File: src/rtl/if_id_stage.sv
// Fetch stage: owns the PC, drives instruction-memory address, and holds the IF/ID pipeline register.
// Latency: a word fetched at PC A appears on id_inst/id_pc one clock later; imem_addr is combinational from the PC.
// Backpressure: stall holds the PC and IF/ID; redirect (pc_src) overrides stall on the PC; flush overrides stall on IF/ID.
module if_id_stage #(
  parameter logic [31:0] RESET_PC = 32'h0000_0000,
  parameter logic [31:0] NOP_INST = 32'h0000_0013
) (
  input  logic        clk,
  input  logic        rst,
  input  logic        stall,
  input  logic        flush,
  input  logic        pc_src,
  input  logic [31:0] pc_target,
  output logic [31:0] imem_addr,
  input  logic [31:0] imem_rdata,
  output logic [31:0] id_inst,
  output logic [31:0] id_pc,
  output logic [31:0] id_pc_plus4,
  output logic        id_valid,
  output logic [6:0]  id_opcode,
  output logic [4:0]  id_rd,
  output logic [4:0]  id_rs1,
  output logic [4:0]  id_rs2,
  output logic [24:0] id_imm_data,
  output logic        target_misaligned
);

  logic [31:0] pc;
  logic [31:0] pc_plus4;
  logic [31:0] pc_next;

  // Sequential fetch address; wraps naturally at 2^32.
  assign pc_plus4  = pc + 32'd4;
  assign imem_addr = pc;

  // Next PC: redirect beats stall; the redirect target is forced word-aligned.
  always_comb begin
    pc_next = pc_plus4;
    if (pc_src) begin
      pc_next = {pc_target[31:2], 2'b00};
    end else if (stall) begin
      pc_next = pc;
    end
  end

  // PC register with synchronous active-low reset.
  always_ff @(posedge clk) begin
    if (!rst) begin
      pc <= RESET_PC;
    end else begin
      pc <= pc_next;
    end
  end

  // IF/ID register: flush squashes the instruction but keeps the old PC tags.
  always_ff @(posedge clk) begin
    if (!rst) begin
      id_inst     <= NOP_INST;
      id_pc       <= 32'd0;
      id_pc_plus4 <= 32'd0;
      id_valid    <= 1'b0;
    end else if (flush) begin
      id_inst     <= NOP_INST;
      id_valid    <= 1'b0;
    end else if (!stall) begin
      id_inst     <= imem_rdata;
      id_pc       <= pc;
      id_pc_plus4 <= pc_plus4;
      id_valid    <= 1'b1;
    end
  end

  // One-cycle flag when a redirect target had its low two bits set.
  always_ff @(posedge clk) begin
    if (!rst) begin
      target_misaligned <= 1'b0;
    end else begin
      target_misaligned <= pc_src && (pc_target[1:0] != 2'b00);
    end
  end

  // Decode field slices taken straight from the latched instruction.
  always_comb begin
    id_opcode   = id_inst[6:0];
    id_rd       = id_inst[11:7];
    id_rs1      = id_inst[19:15];
    id_rs2      = id_inst[24:20];
    id_imm_data = id_inst[31:7];
  end

endmodule

File: config.mk
export PLATFORM = sky130hd
export DESIGN_NAME = if_id_stage
export DESIGN_NICKNAME = d
export VERILOG_FILES = /design/src/rtl/if_id_stage.sv
export SDC_FILE = /design/constraint.sdc
export NUM_CORES = 1
export LEC_CHECK = 0
export ABC_AREA = 0
export CORE_ASPECT_RATIO = 0.75
export CORE_MARGIN = 1
export CORE_UTILIZATION = 45
export CTS_CLUSTER_DIAMETER = 40
export CTS_CLUSTER_SIZE = 14
export DETAILED_ROUTE_END_ITERATION = 16
export PLACE_DENSITY = 0.84
export SETUP_SLACK_MARGIN = 0.4
export SYNTH_ARGS = -nofsm -noshare
export SYNTH_HDL_FRONTEND = slang
export SYNTH_SLANG_ARGS = --single-unit
File: constraint.sdc
create_clock -name clk -period 5.6 [get_ports clk]
set_clock_uncertainty 0.1 [all_clocks]
set_input_delay 0.84 -clock clk [delete_from_list [all_inputs] [get_ports clk]]
set_output_delay 0.84 -clock clk [all_outputs]
set_load 0.005 [all_outputs]
### Word-level counts from Yosys, hierarchy flattened

Index checks and enable logic that the tools add are counted.

* add/subtract/negate cells: 1
* multiply operators: 0
* divide/modulo/power cells: 0
* $lt $le $gt $ge: 0
* equality and inequality tests: 1
* shift-type cells: 0
* muxes and demuxes: 2
* bitwise gates (word level): 3
* reductions and logical operators: 5

Operators by type and width (number)
* 32-bit two-way mux: 2
* 32-bit by 3-bit adder with 32-bit output (second input constant): 1
* 2-bit OR reduction: 2
* 1-bit inverter: 3
* 2-bit by 1-bit inequality test with 1-bit output (second input constant): 1
* 2-bit AND reduction: 1
* 2-bit nonzero test: 1
* 1-bit logical AND: 1

* register bits after elaboration: 130
* bits in latches: 0
* bits in writable memories: 0
* ROM bits: 0
* output and inout bits: 177
* word-level logic and storage cells: 19
* memories: 0

### Logic depth before layout (Yosys ltp)

Gate-level depths: netlist of the first run.

* depth after elaboration: 3
* depth in mapped cells: 7

### Least setup slack after synthesis of the first run

OpenSTA, ideal clock, no wires.

* kind: in2reg
* start point: input stall
* end point: register pc[15], in the netlist imem_addr[15]
* library setup time: 74 ps
* arrival: 2145 ps
* slack: 3281 ps
* stages on the path: 4
* buffers on the path: 0
* path through: nand4b_2 > or3_4 > or4_1 > a31oi_1

* longest elaborated chain between the ends: 1

RTL lines
* start: declaration: RTL line 10 `input logic stall,`
* 2-bit by 1-bit inequality test with 1-bit output (no source line)
* end signal: assignment: RTL line 51 `pc <= pc_next;`
* end: declaration: RTL line 28 `logic [31:0] pc;`

No other way between the ends.
A chain may end at the register's enable or synchronous reset.

### Worst setup path in the final report of the first run

* start point: input pc_src
* end point: register pc[23], in the netlist imem_addr[23]

* longest elaborated chain between the ends: 1
* elaborated cells on any way between the ends: 2
* classes of those cells: 1 x eq/ne; 1 x mux

RTL lines
* start: declaration: RTL line 12 `input logic pc_src,`
* 2-bit by 1-bit inequality test with 1-bit output (no source line) / 32-bit two-way mux (equally long branches)

Parallel ways exist; a longest one is shown, timed or not.

==> results.toml, run 1 <==
[power]
powerDensity_nw_per_um2 = 290
ir_drop_v = 0.000226
cellLeakagePower_uw = 0.00299

[drt]
drc_errors = 0
detail-route-antenna-nets = 0
routedWlPerCell_um = 17.3
dr.first_iter.drc_count = 387
via_per_inst = 5.50
drt-total-wl_um = 18000
first_pass_iters = 5
vias = 5716

[global_routing]
grt_max_degree = 53
grt_usage = 0.257
grt_pass1_vias = 5186
antenna_found_initial = 0
grt-ovfl-total = 0
grt_pass1_wl_um = 27300

[synthesis]
synthCells = 706
synth.distinct_cells = 50
synth_edf_count = 0
yosysTopAreaCell = "dfxtp_1"
synth_area_um2 = 5930
yosysSeqAreaShare = 0.419
syn_area_per_cell_um2 = 8.40
synth_top_family_by_area = "simple AND/OR/NAND/NOR gates"
synthFlopType = "dfxtp_1"
synth_top_area_share = 0.419
yosys_warnings = 0
synth_area_leaders = "dfxtp_1 42%, buf_4 7.0%, mux2i_1 5.4%"
synth_mux_area_frac = 0.0540
async_reset_ff_frac = 0
synthXorXnorAreaFrac = 0.0384
synth-compound-area-share = 0.161
yosys.area_share.simple = 0.210
ys_ff_latch = 124
yosys.area_share.adder = 0.00211

[clock_network]
cts_tree = "done"
postCtsHoldBufs = 0
cts_made_buffers = 17
postCtsSetupRepairBufs = 0
insertion_delay_ns = 0.42
clk_pin_slew_worst_paths_ns = 0.06
cts_sinks = 124
post_cts_resized = 0
cts-root-buf = "clkbuf_16"
cts_buffer_depth = 2
htree_num_levels = 4

[sta]
max_freq_mhz = 351
hold_ws_ns = 0.352
fin_crit_ns = 2.85
maxSlewHeadroom = 0.283
period_share = 0.509
finalWorstSetupSlack_ns = 2.75
final-hold-violation-count = 0
setup_viol = 0
drv_slew = 0
tightestPinTransition_ns = 1.07
final.setup.tns_ns = 0
rsz0062_at_grt = "false"

[final_layout]
final_cells = 1040
num_antenna_cells = 0
layout-drive-gt1-share = 0.0549
post-route-util = 0.683
syn2layout_area_growth_pct = 44.8
layout.nets = 931

[critical_path]
crit_path_end_kind = "flip-flop"
critPathLaunchType = "input port"
crit_start = "pc_src"
cp_max_fo = 34
arrival_ns = 3.09
path_class = "input port to flip-flop"
regToRegStartpoint = "imem_addr[3]$_SDFFE_PN0P_"
crit_required_ns = 5.84

[worst_hold_path]
hp-start = "id_pc[23]$_SDFFE_PN0P_"
worstHoldPathType = "flip-flop to flip-flop"

[job]
drv_cap = 0

[placed_design]
post-dp-hpwl_um = 12400
io_buffer_count = 239
place_congestion = 0.820
placedCellCount = 1008
dp_slack_ns = 2.37

[status]
status = "finished clean"

[floorplanning]
die_x_um = 135
rows = 35
dieArea_um2 = 13600
die_h_um = 101
boundaryPins = 246
core_area_um2 = 12600
initial_core_util = 0.472
per-layer routing:
metal / GRT usage / wire (um) / vias to the layer above
met5: 0 / 0 / -
met4: 0.0812 / 257 / 0
met3: 0.0596 / 1360 / 23
met2: 0.405 / 8360 / 239
met1: 0.349 / 7970 / 2690
li1: - / - / 2764
stage by stage:
| step | power [uW] | area [um2] |
|---|---|---|
| final | 2490 | 8580 |
| after global routing | 2580 | 8580 |
| after CTS | 2500 | 8580 |
| after detailed placement | 1300 | 7940 |
| after global placement | 1290 | 7940 |
| after floorplan | 1130 | 5950 |
cell type report:
| type | count | area, um2 |
|---|---|---|
| multi-input cells | 467 | 2790 |
| fillers | 1035 | 3980 |
| clock inverters | 14 | 218 |
| flip-flops and latches | 124 | 2480 |
| inverters | 6 | 22.5 |
| clock buffers | 18 | 429 |
| repair buffers | 245 | 2430 |
| well taps | 166 | 208 |
power by group:
part / switching (uW) / leakage [uW] / total (uW) / internal (uW)
Sequential: 60.3 / 0.00102 / 987 / 927
Combinational: 118 / 0.00166 / 296 / 178
Clock: 416 / 0.000307 / 1210 / 792
cell usage in the layout, fill, tap and decap left out, types with 15 or more instances in the layout:
master and n:
clkbuf_16 17, mux2i_1 32, nand4_1 15, xnor2_1 19, o31ai_1 18, nor2_1 54
a21oi_1 50, or4_1 19, o21ai_0 45, dfxtp_1 124, a31oi_1 19, nand2_1 81
nor3_1 15, clkdlybuf4s50_1 238
sequential cells by signal (all words and copies together), names as in the netlist:
signal,flops
id_inst,32
id_pc,30
id_pc_plus4,30
imem_addr,30
id_valid,1
target_misaligned,1
synth_stat cells, types with 7 or more instances:
master    count
dfxtp_1     124
nand2_1      81
buf_4        55
nor2_1       55
a21oi_1      50
o21ai_0      45
clkbuf_1     34
mux2i_1      32
a31oi_1      19
or4_1        19
xnor2_1      19
o31ai_1      18
buf_2        16
nand4_1      15
nor3_1       15
nand3_1      11
nor4_1       10
a211oi_1      9
a311oi_1      9
xor2_1        7
worst max-delay path, cell delays in order:
cell,delay (ns)
clkdlybuf4s50_1,0.70
inv_1,0.93
buf_4,0.31
o21ai_0,0.12
a31oi_1,0.18
cell families after synthesis:
kind of cell	Yosys count
and+or+nand+nor	243
AOI/OAI and AO/OA	159
DFF	124
buffers and inverters	120
muxes	32
xor gates and xnor gates	26
adders and majority gates	1
other	1
path summary, 6_finish.rpt:
| check | end | slack (ns) | cells past startpoint |
|---|---|---|---|
| hold / removal | id_pc[23]$_SDFFE_PN0P_ | 0.35 | 2 |
| setup / recovery | imem_addr[23]$_SDFFE_PN0P_ | 2.75 | 5 |
| hold reg to reg | id_pc[23]$_SDFFE_PN0P_ | 0.35 | 2 |
| setup reg to reg | id_pc_plus4[22]$_SDFFE_PN0P_ | 2.93 | 5 |
Power figures use the tool's default switching activity.
==> run 2: changes to the inputs <==
- CORE_UTILIZATION: 45 -> 43
- PLACE_DENSITY: 0.84 -> 0.8
- clock period: 5.6 -> 2.9 ns (I/O delays scaled with it)
==> results.toml, run 2 (same netlist as run 1, synthesis figures left out) <==
[sta]
tightestPinTransition_ns = 0.758
rsz0062_at_grt = "true"
drv_slew = 0
fin_crit_ns = 2.35
final-hold-violation-count = 0
maxSlewHeadroom = 0.495
final.setup.tns_ns = 0
period_share = 0.812
finalWorstSetupSlack_ns = 0.545
max_freq_mhz = 425
setup_viol = 0

[floorplanning]
boundaryPins = 246
rows = 36
core_area_um2 = 13200
die_h_um = 104
die_x_um = 138
initial_core_util = 0.449
dieArea_um2 = 14300

[critical_path]
crit_path_end_kind = "flip-flop"
r2r_slack_ns = 0.55
reg2reg_to = "id_pc_plus4[18]$_SDFFE_PN0P_"
regToRegStartpoint = "imem_addr[3]$_SDFFE_PN0P_"
arrival_ns = 2.59
path_class = "flip-flop to flip-flop"
rr_worst_depth = 6
critPathLaunchType = "flip-flop"
cp_max_fo = 9
crit_required_ns = 3.13

[worst_hold_path]
holdPathEnd = "id_valid$_SDFFE_PP0N_"
min_delay_path_depth = 2
hp-start = "id_valid$_SDFFE_PP0N_"
worstHoldPathType = "flip-flop to flip-flop"

[final_layout]
syn2layout_area_growth_pct = 45.8
layout.nets = 943
fill_cells = 1121
final_common_cell = "clkdlybuf4s50_1"
layout-drive-gt1-share = 0.0688
largest_reg_flops = 32
layout_common_cells = "238 x clkdlybuf4s50_1, 123 x dfxtp_1, 81 x nand2_1"
num_antenna_cells = 0
regMostFlops = "id_inst"

[drt]
vias = 5755
detail-route-antenna-nets = 0
drt-total-wl_um = 18000
dr.first_iter.drc_count = 553
first_pass_iters = 5
via_per_inst = 5.44
routedWlPerCell_um = 17.1
drc_errors = 0

[clock_network]
cts_sinks = 124
htree_num_levels = 4
cts_made_buffers = 17
cts-root-buf = "clkbuf_16"
cts_buffer_depth = 2
insertion_delay_ns = 0.41
clk_pin_slew_worst_paths_ns = 0.06
cts_tree = "done"

[status]
status = "finished clean"

[global_routing]
antenna_found_initial = 0
grt-ovfl-total = 0
grt_max_degree = 56
grtUsageMet3 = 0.0744
grt_usage = 0.255
grt_pass1_wl_um = 28400
grt_use_met2 = 0.368
grt_pass1_vias = 5179
grt.met1_usage = 0.364
gr-max-usage-layer = "met2"

[placed_design]
dp_slack_ns = 0.585
post-dp-hpwl_um = 12800
place_congestion = 0.826
io_buffer_count = 239

[power]
powerDensity_nw_per_um2 = 528
cellLeakagePower_uw = 0.00302
p_total_uw = 4570
ir_drop_v = 0.000423

[job]
drv_cap = 0
-- run 2: cell count changes in the layout (fill, tap and decap cells not counted), sizes merged --
cell | before | now
buf | 7 | 19
bufinv | 5 | 2
inv | 8 | 7
clkinvlp | 3 | 5
clkinv | 4 | 6
-- run 2: how the worst max path moves through the flow --
| stage | startpoint | to | cells past startpoint |
|---|---|---|---|
| floorplan | imem_addr[2]$_SDFFE_PN0P_ | id_pc_plus4[18]$_SDFFE_PN0P_ | 6 |
| global placement | flush | id_pc_plus4[31]$_SDFFE_PN0P_ | 4 |
| detailed placement | imem_addr[2]$_SDFFE_PN0P_ | id_pc_plus4[22]$_SDFFE_PN0P_ | 5 |
| CTS | imem_addr[2]$_SDFFE_PN0P_ | id_pc_plus4[18]$_SDFFE_PN0P_ | 6 |
| global route | imem_addr[3]$_SDFFE_PN0P_ | id_pc_plus4[22]$_SDFFE_PN0P_ | 5 |
| finish | imem_addr[3]$_SDFFE_PN0P_ | id_pc_plus4[18]$_SDFFE_PN0P_ | 6 |
-- run 2: repair_timing --
item                                    in CTS  in global routing
hold buffers                                 0                  0
gates resized for setup                      0                  1
buffers inserted                             0                  2
hold endpoints to repair                     0                  0
endpoints found under the setup margin       0                  4
-- run 2: final cells by class --
type,count,area (um2),share of cell area
repair buffers,257,2550,0.295
well taps,171,214,0.0248
clock buffers,18,439,0.0508
clock inverters,14,144,0.0166
inverters,6,22.5,0.00261
multi-input cells,467,2790,0.323
flip-flops and latches,124,2480,0.287
-- run 2: layer usage --
metal	part of all wire	vias up	routed length, um
li1	-	2806	-
met1	0.46	2688	8300
met2	0.44	237	7960
met3	0.084	24	1520
met4	0.014	0	253
met5	0	-	0
-- run 2: where the power goes --
group | total (uW) | leakage, uW | switching, uW | internal, uW
Sequential | 1890 | 0.00102 | 103 | 1790
Clock | 2080 | 0.000275 | 791 | 1290
Combinational | 597 | 0.00172 | 241 | 356
Total | 4570 | 0.00302 | 1140 | 3430
-- run 2: per-stage QoR --
step	utilization	cell area, um2	cells	hold slack (ns)
floorplan	-	5950	711	0.342
global placement	0.609	8040	1023	0.333
detailed placement	0.609	8040	1023	0.349
CTS	0.654	8630	1055	0.358
global route	0.655	8640	1057	0.375
finish	0.655	8640	1057	0.353
-- run 2: worst max-delay path: stages (launching register included) --
cell,delay [ns]
dfxtp_1,0.47
ha_1,0.31
and4_1,0.32
nand2_1,0.23
buf_4,0.22
or4_1,0.47
a31oi_1,0.17
==> run 3: changes to the inputs <==
- clock period: 2.9 -> 2.2 ns (I/O delays scaled with it)
==> results.toml, run 3 (same netlist as run 1, synthesis figures left out) <==
[global_routing]
antenna_found_initial = 0
grt_max_degree = 54
grt_pass1_vias = 5593
grt_pass1_wl_um = 31400
grt-ovfl-total = 0
grt_usage = 0.287

[final_layout]
largest_reg_flops = 32
seqCellArea_um2 = 2570
fill_cells = 918
regMostFlops = "id_inst"
multi_input_area_um2 = 3010
layout_common_cells = "210 x clkdlybuf4s50_1, 83 x dfxtp_1, 76 x nand2_1"
post-route-util = 0.739
syn2layout_area_growth_pct = 64.4
final_common_cell = "clkdlybuf4s50_1"
num_antenna_cells = 0
layout-drive-gt1-share = 0.221
layout.nets = 1031

[sta]
max_freq_mhz = 506
tightestPinTransition_ns = 0.547
rsz0062_at_grt = "true"
period_share = 0.899
finalWorstSetupSlack_ns = 0.223
setup_viol = 0
final-hold-violation-count = 0
drv_slew = 0
final.setup.tns_ns = 0
maxSlewHeadroom = 0.635
fin_crit_ns = 1.98

[drt]
via_per_inst = 5.67
dr.first_iter.drc_count = 840
drt-total-wl_um = 22400
vias = 6488
routedWlPerCell_um = 19.5
drc_errors = 0
detail-route-antenna-nets = 0
first_pass_iters = 7

[power]
cellLeakagePower_uw = 0.00379
p_seq_frac = 0.385
p_int_uw = 4850
switchingPower_uw = 1570
ir_drop_v = 0.000599
powerDensity_nw_per_um2 = 658
swShare = 0.245
clkPwrFrac = 0.461
p_comb_frac = 0.154

[placed_design]
dp_slack_ns = 0.192
io_buffer_count = 239
place_congestion = 0.858
post-dp-hpwl_um = 14100

[critical_path]
crit_path_end_kind = "flip-flop"
crit_path_cell_trace = "ha_4, and4_4, nand4_1, or3_4, a311oi_2"
cp_max_fo = 6
cpMaxStageDelayCell = "or3_4"
critPathLaunchType = "flip-flop"
crit_required_ns = 2.42
path_buf_inv = 0
arrival_ns = 2.19
cpPeakStageDelay_ns = 0.48
r2r_slack_ns = 0.22
path_delay_family = "simple AND/OR/NAND/NOR gates"
path_class = "flip-flop to flip-flop"

[floorplanning]
dieArea_um2 = 14300
die_x_um = 138
die_h_um = 104
boundaryPins = 246
core_area_um2 = 13200
rows = 36
initial_core_util = 0.449

[clock_network]
clk_pin_slew_worst_paths_ns = 0.05
cts_sinks = 124
cts-root-buf = "clkbuf_16"
cts_tree = "done"
cts_made_buffers = 17
postCtsHoldBufs = 0
htree_num_levels = 4
cts_buffer_depth = 2
insertion_delay_ns = 0.42

[job]
drv_cap = 0

[worst_hold_path]
worstHoldPathType = "input port to flip-flop"

[status]
status = "finished clean"
-- run 3: timing repair --
| action | CTS | global route |
|---|---|---|
| setup endpoints to repair | 68 | 60 |
| gates resized for setup | 87 | 51 |
| cloned | 0 | 3 |
| pin swaps | 9 | 27 |
| buffers inserted | 27 | 30 |
-- run 3: worst paths after layout --
check | startpoint | endpoint | cells past startpoint
hold / removal | stall | imem_addr[6]$_SDFFE_PN0P_ | 4
hold reg to reg | id_valid$_SDFFE_PP0N_ | id_valid$_SDFFE_PP0N_ | 2
setup / recovery | imem_addr[2]$_SDFFE_PN0P_ | id_pc_plus4[24]$_SDFFE_PN0P_ | 5
setup reg to reg | imem_addr[2]$_SDFFE_PN0P_ | id_pc_plus4[24]$_SDFFE_PN0P_ | 5
-- run 3: final cells by class --
type	instances	share of cell area
timing repair buffer	344	0.341
multi-input combinational	468	0.308
sequential	124	0.263
clock buffer	21	0.0462
tap	171	0.0219
clock inverter	11	0.0171
inverter	6	0.00231
-- run 3: worst min-delay path: stages --
cell and delay [ns]:
buf_2 0.11, buf_4 0.17, or3_1 0.12, a311oi_1 0.08
-- run 3: power groups by stage --
stage                     clock (uW)  sequential [uW]  combinational (uW)
final                           2960             2470                 988
after global routing            3070             2480                1050
after CTS                       2980             2470                 920
after detailed placement           0             2510                 877
after global placement             0             2510                 867
after floorplan                    0             2490                 401
-- run 3: routing by layer --
| layer | vias up | share of wire | global-route usage |
|---|---|---|---|
| met1 | 3077 | 0.42 | 0.392 |
| met3 | 57 | 0.096 | 0.0837 |
| met2 | 382 | 0.46 | 0.436 |
| met4 | 0 | 0.023 | 0.0777 |
| li1 | 2972 | - | - |
| met5 | - | 0 | 0 |
-- run 3: per-stage QoR --
step	instance area, um2	total power, uW	hold WS (ns)	cells
4_1_cts	9300	6360	0.303	1112
6_report	9750	6420	0.343	1145
5_1_grt	9750	6610	0.345	1145
2_1_floorplan	6060	2890	0.342	711
3_3_place_gp	8340	3380	0.334	1053
3_5_place_dp	8340	3390	0.336	1053
==> RTL change 1: new RTL, config.mk and constraints of run 2 <==
Add an input register stage for `pc_target`, cleared by the reset; this delays it by one clock. The other inputs are not delayed to match.
--- a/src/rtl/if_id_stage.sv
+++ b/src/rtl/if_id_stage.sv
@@ -25,6 +25,16 @@
   output logic        target_misaligned
 );
 
+  logic [31:0] pc_target_q;
+
+  always_ff @(posedge clk) begin
+    if (!rst) begin
+      pc_target_q <= '0;
+    end else begin
+      pc_target_q <= pc_target;
+    end
+  end
+
   logic [31:0] pc;
   logic [31:0] pc_plus4;
   logic [31:0] pc_next;
@@ -37,7 +47,7 @@
   always_comb begin
     pc_next = pc_plus4;
     if (pc_src) begin
-      pc_next = {pc_target[31:2], 2'b00};
+      pc_next = {pc_target_q[31:2], 2'b00};
     end else if (stall) begin
       pc_next = pc;
     end
@@ -75,7 +85,7 @@
     if (!rst) begin
       target_misaligned <= 1'b0;
     end else begin
-      target_misaligned <= pc_src && (pc_target[1:0] != 2'b00);
+      target_misaligned <= pc_src && (pc_target_q[1:0] != 2'b00);
     end
   end
 
Function: changed (a bounded check fails within 4 cycles, from zero or initial values and one cycle with rst low).
==> RTL change 1 against run 2 <==
Routed wire length up 1.0%. Area after synthesis up 12%. Worst setup slack better by 0.11 ns. Power up 12%. Global-route usage down 3.0 points. Design area up 8.8%. Count of clock-buffer cells in the layout up 1. Sequential cell count up 32.
==> RTL change 1: results (changes against run 2) <==
| Metric | Value |
|---|---|
| Detailed Route WL | 18200 um (+1.0%) |
| Signal inverters | 3 (-3) |
| FF-to-FF Start | imem_addr[2] |
| Critical-path top delay cell | nor3_1 |
| Sink Count | 156 (+26%) |
| Status | completed |
| Final instance area | 9410 um^2 (+8.8%) |
| Worst-skew pair later-pin latency | 0.43 ns (+0.02 ns) |
| RePlAce Congestion | 0.874 (+5.9%) |
| Dpl cells | 1092 (+6.7%) |
| Clock-cell share of area | 6.13% (-0.61 points) |
| Dpl ws | 0.711 ns (+0.126 ns) |
| CP Max Fanout | 7 (-2) |
| Vias | 5566 (-3.3%) |
| Signal buffers | 254 (-1.2%) |
| Fin nets | 976 (+3.5%) |
| Pin count of the biggest net entering global routing | 83 (+48%) |
| GRT Resource Usage Total | 22.5% (-3.0 points) |
| First-pass DRT Iterations | 6 (+1) |
| Fill count | 1305 (+16%) |
| Combinational share of power | 11.4% (-1.7 points) |
| Grt met3 use | 6.93% (-0.51 points) |
| Initial DRC count | 507 (-8.3%) |
| Maximum clock rate | 445 MHz (+4.7%) |
| Arrival time worst endpoint | 2.45 ns (-0.14 ns) |
| Max rail drop VDD | 0.340 mV (-20%) |
RTL change 1: changes by cell type in the layout (fill, tap and decap cells not counted), sizes merged, moves of 18 or more:
cell	run 2	this run
dfxtp	124	156
and2	2	37
o31ai	18	0
or4	20	1
a21boi	0	31
xor2	7	35
a31oi	19	1
RTL change 1: kinds of logic after synthesis:
family | count (synthesis) | share of synthesized area, %
AO/OA/AOI/OAI | 143 | 12.9
other | 1 | 0.0562
adder cells (fa/ha/maj) | 1 | 0.188
buffers and inverters | 113 | 9.80
XOR/XNOR | 54 | 7.09
AND/OR/NAND/NOR | 240 | 18.6
flip-flops | 156 | 46.8
multiplexers | 30 | 4.50
RTL change 1: path summary, 6_finish.rpt:
check,endpoint,slack [ns]
setup / recovery,imem_addr[12],0.65
hold / removal,id_valid,0.35
setup reg to reg,imem_addr[12],0.65
hold reg to reg,id_valid,0.35
==> RTL change 2: new RTL, flow settings as in run 2 <==
Without the edit above. `NOP_INST`: 32'h0000_0013 -> 32'h00000010.
--- a/src/rtl/if_id_stage.sv
+++ b/src/rtl/if_id_stage.sv
@@ -3,7 +3,7 @@
 // Backpressure: stall holds the PC and IF/ID; redirect (pc_src) overrides stall on the PC; flush overrides stall on IF/ID.
 module if_id_stage #(
   parameter logic [31:0] RESET_PC = 32'h0000_0000,
-  parameter logic [31:0] NOP_INST = 32'h0000_0013
+  parameter logic [31:0] NOP_INST = 32'h00000010
 ) (
   input  logic        clk,
   input  logic        rst,
Behaviour: not the same (a bounded check fails within 4 cycles, from zero or initial values and one cycle with rst low).
==> RTL change 2 against run 2 <==
Routed wire length rose by 5.5%. Sequential cell count unchanged. Power increased by 4.1%. Core utilization is 0.61 points higher. Non-clock buffer count grew 7. Worst setup slack got worse by 0.013 ns. Area after synthesis about the same. Sequential share of layout area fell by 0.28 points. Via count grew 2.5%. Design area up 0.93%. Critical endpoint is now imem_addr[31].
==> RTL change 2: results (changes against run 2) <==
| Metric | Value |
|---|---|
| Status | completed |
| Synth Flop Type | dfxtp_1 |
| Layout cells sized above 1 | 7.28% (+0.39 points) |
| Grt met3 use | 6.22% (-1.2 points) |
| First-pass DRT Iterations | 5 (unchanged) |
| Leakage Power | 3.08 nW (+2.0%) |
| HP Class | reg2reg |
| Initial antenna violation count | 0 (unchanged) |
| Global Route met2 Usage | 39.4% (+2.6 points) |
| Arrival time worst endpoint | 2.61 ns (+0.02 ns) |
| Fin nets | 950 (+0.74%) |
| CP Max Fanout | 16 (+7) |
| Number of global-route vias before repair | 5381 (+3.9%) |
| Final HPWL DP | 13600 um (+5.9%) |
| Hold wc startpoint | id_pc[9] |
| Port Buffers | 239 (unchanged) |
| Top post-synthesis cells by area | dfxtp_1, buf_4, mux2i_1 |
| Async SR Flop Fraction | 0% (unchanged) |
| Hold_buf cts | 0 (unchanged) |
| RePlAce Congestion | 0.876 (+6.1%) |
| Top cells by count, synth | dfxtp_1, nand2_1, nor2_1 |
| Worst r2r path cells | 4 (-2) |
| Number of diodes | 0 (unchanged) |
| FF-to-FF Start | imem_addr[8] |
| Fraction of the yosys area taken by sequential cells | 41.9% (about the same) |
| Worst Tran Pin Value | 0.766 ns (+0.00838 ns) |
| Initial DRC count | 627 (+13%) |
| Final slew viol count | 0 (unchanged) |
| Largest register FFs | 32 (unchanged) |
| Pin count of the biggest net entering global routing | 45 (-20%) |
| Hold path depth | 2 (unchanged) |
| H-tree Lvls | 4 (unchanged) |
| First-pass GRT wire length | 29500 um (+3.8%) |
| Drt via density | 5.55 (+1.9%) |
| Max rail drop VDD | 0.480 mV (+13%) |
| Detailed Route WL | 19000 um (+5.5%) |
| GRT Resource Usage Total | 26.8% (+1.3 points) |
| Met1 Use GR | 38.3% (+1.9 points) |
==> RTL change 2: cell count changes after synthesis <==
cell      delta
mux2i_1      +2
buf_2        -2
buf_1        -2
nor2b_1      -2
a211o_1      -2
clkbuf_1     +4
nor2_1       +2
==> RTL change 2: path summary, 6_finish.rpt <==
check,slack (ns),end
worst max-delay path,0.53,imem_addr[31]
worst min-delay path,0.35,id_pc[9]
worst max register to register,0.53,imem_addr[31]
worst min register to register,0.35,id_pc[9]
==> RTL change 2: final cells by class <==
type	count	area (um^2)
inverters	6	22.5
clock buffers	21	460
well taps	171	214
flip-flops and latches	124	2480
multi-input cells	467	2790
fillers	1085	4470
clock inverters	11	166
repair buffers	264	2590
==> RTL change 2: power by group <==
part           internal (mW)  leakage (nW)  switching, mW
logic                  0.364          1.76          0.266
registers               1.79          1.02         0.0920
clock network           1.48         0.299          0.761
==> RTL change 2: metal layers <==
layer / wire [um] / share of wire (%)
met5: 0 / 0
met4: 296 / 1.6
met3: 1940 / 10
met2: 8350 / 44
met1: 8430 / 44
==> RTL change 2: worst max-delay path, cell delays in order, from the launching register on <==
cell     delay [ns]
dfxtp_1        0.53
and3_1         0.33
nand4_1        0.52
or4_1          0.65
a31oi_1        0.16
==> RTL change 2: per-stage QoR <==
stage          area [um^2]  cells  hold WS (ns)  setup slack (ns)
2_1_floorplan         5940    711         0.342             0.867
3_3_place_gp          8100   1032         0.336             0.667
3_5_place_dp          8100   1032         0.346             0.601
4_1_cts               8720   1064         0.357             0.589
5_1_grt               8720   1064         0.371             0.405
6_report              8720   1064         0.353             0.532
==> RTL change 2: cell families (layout without fill, tap and decap cells) <==
family	count (synthesis)	in the layout	synth area share (%)
xor+xnor	26	26	3.84
other cells	1	6	0.0633
simple gates	243	243	21.0
compound gates	157	157	15.8
buf+inv	120	302	11.4
flops	124	124	41.9
fa+ha+maj	1	1	0.211
mux	34	34	5.74
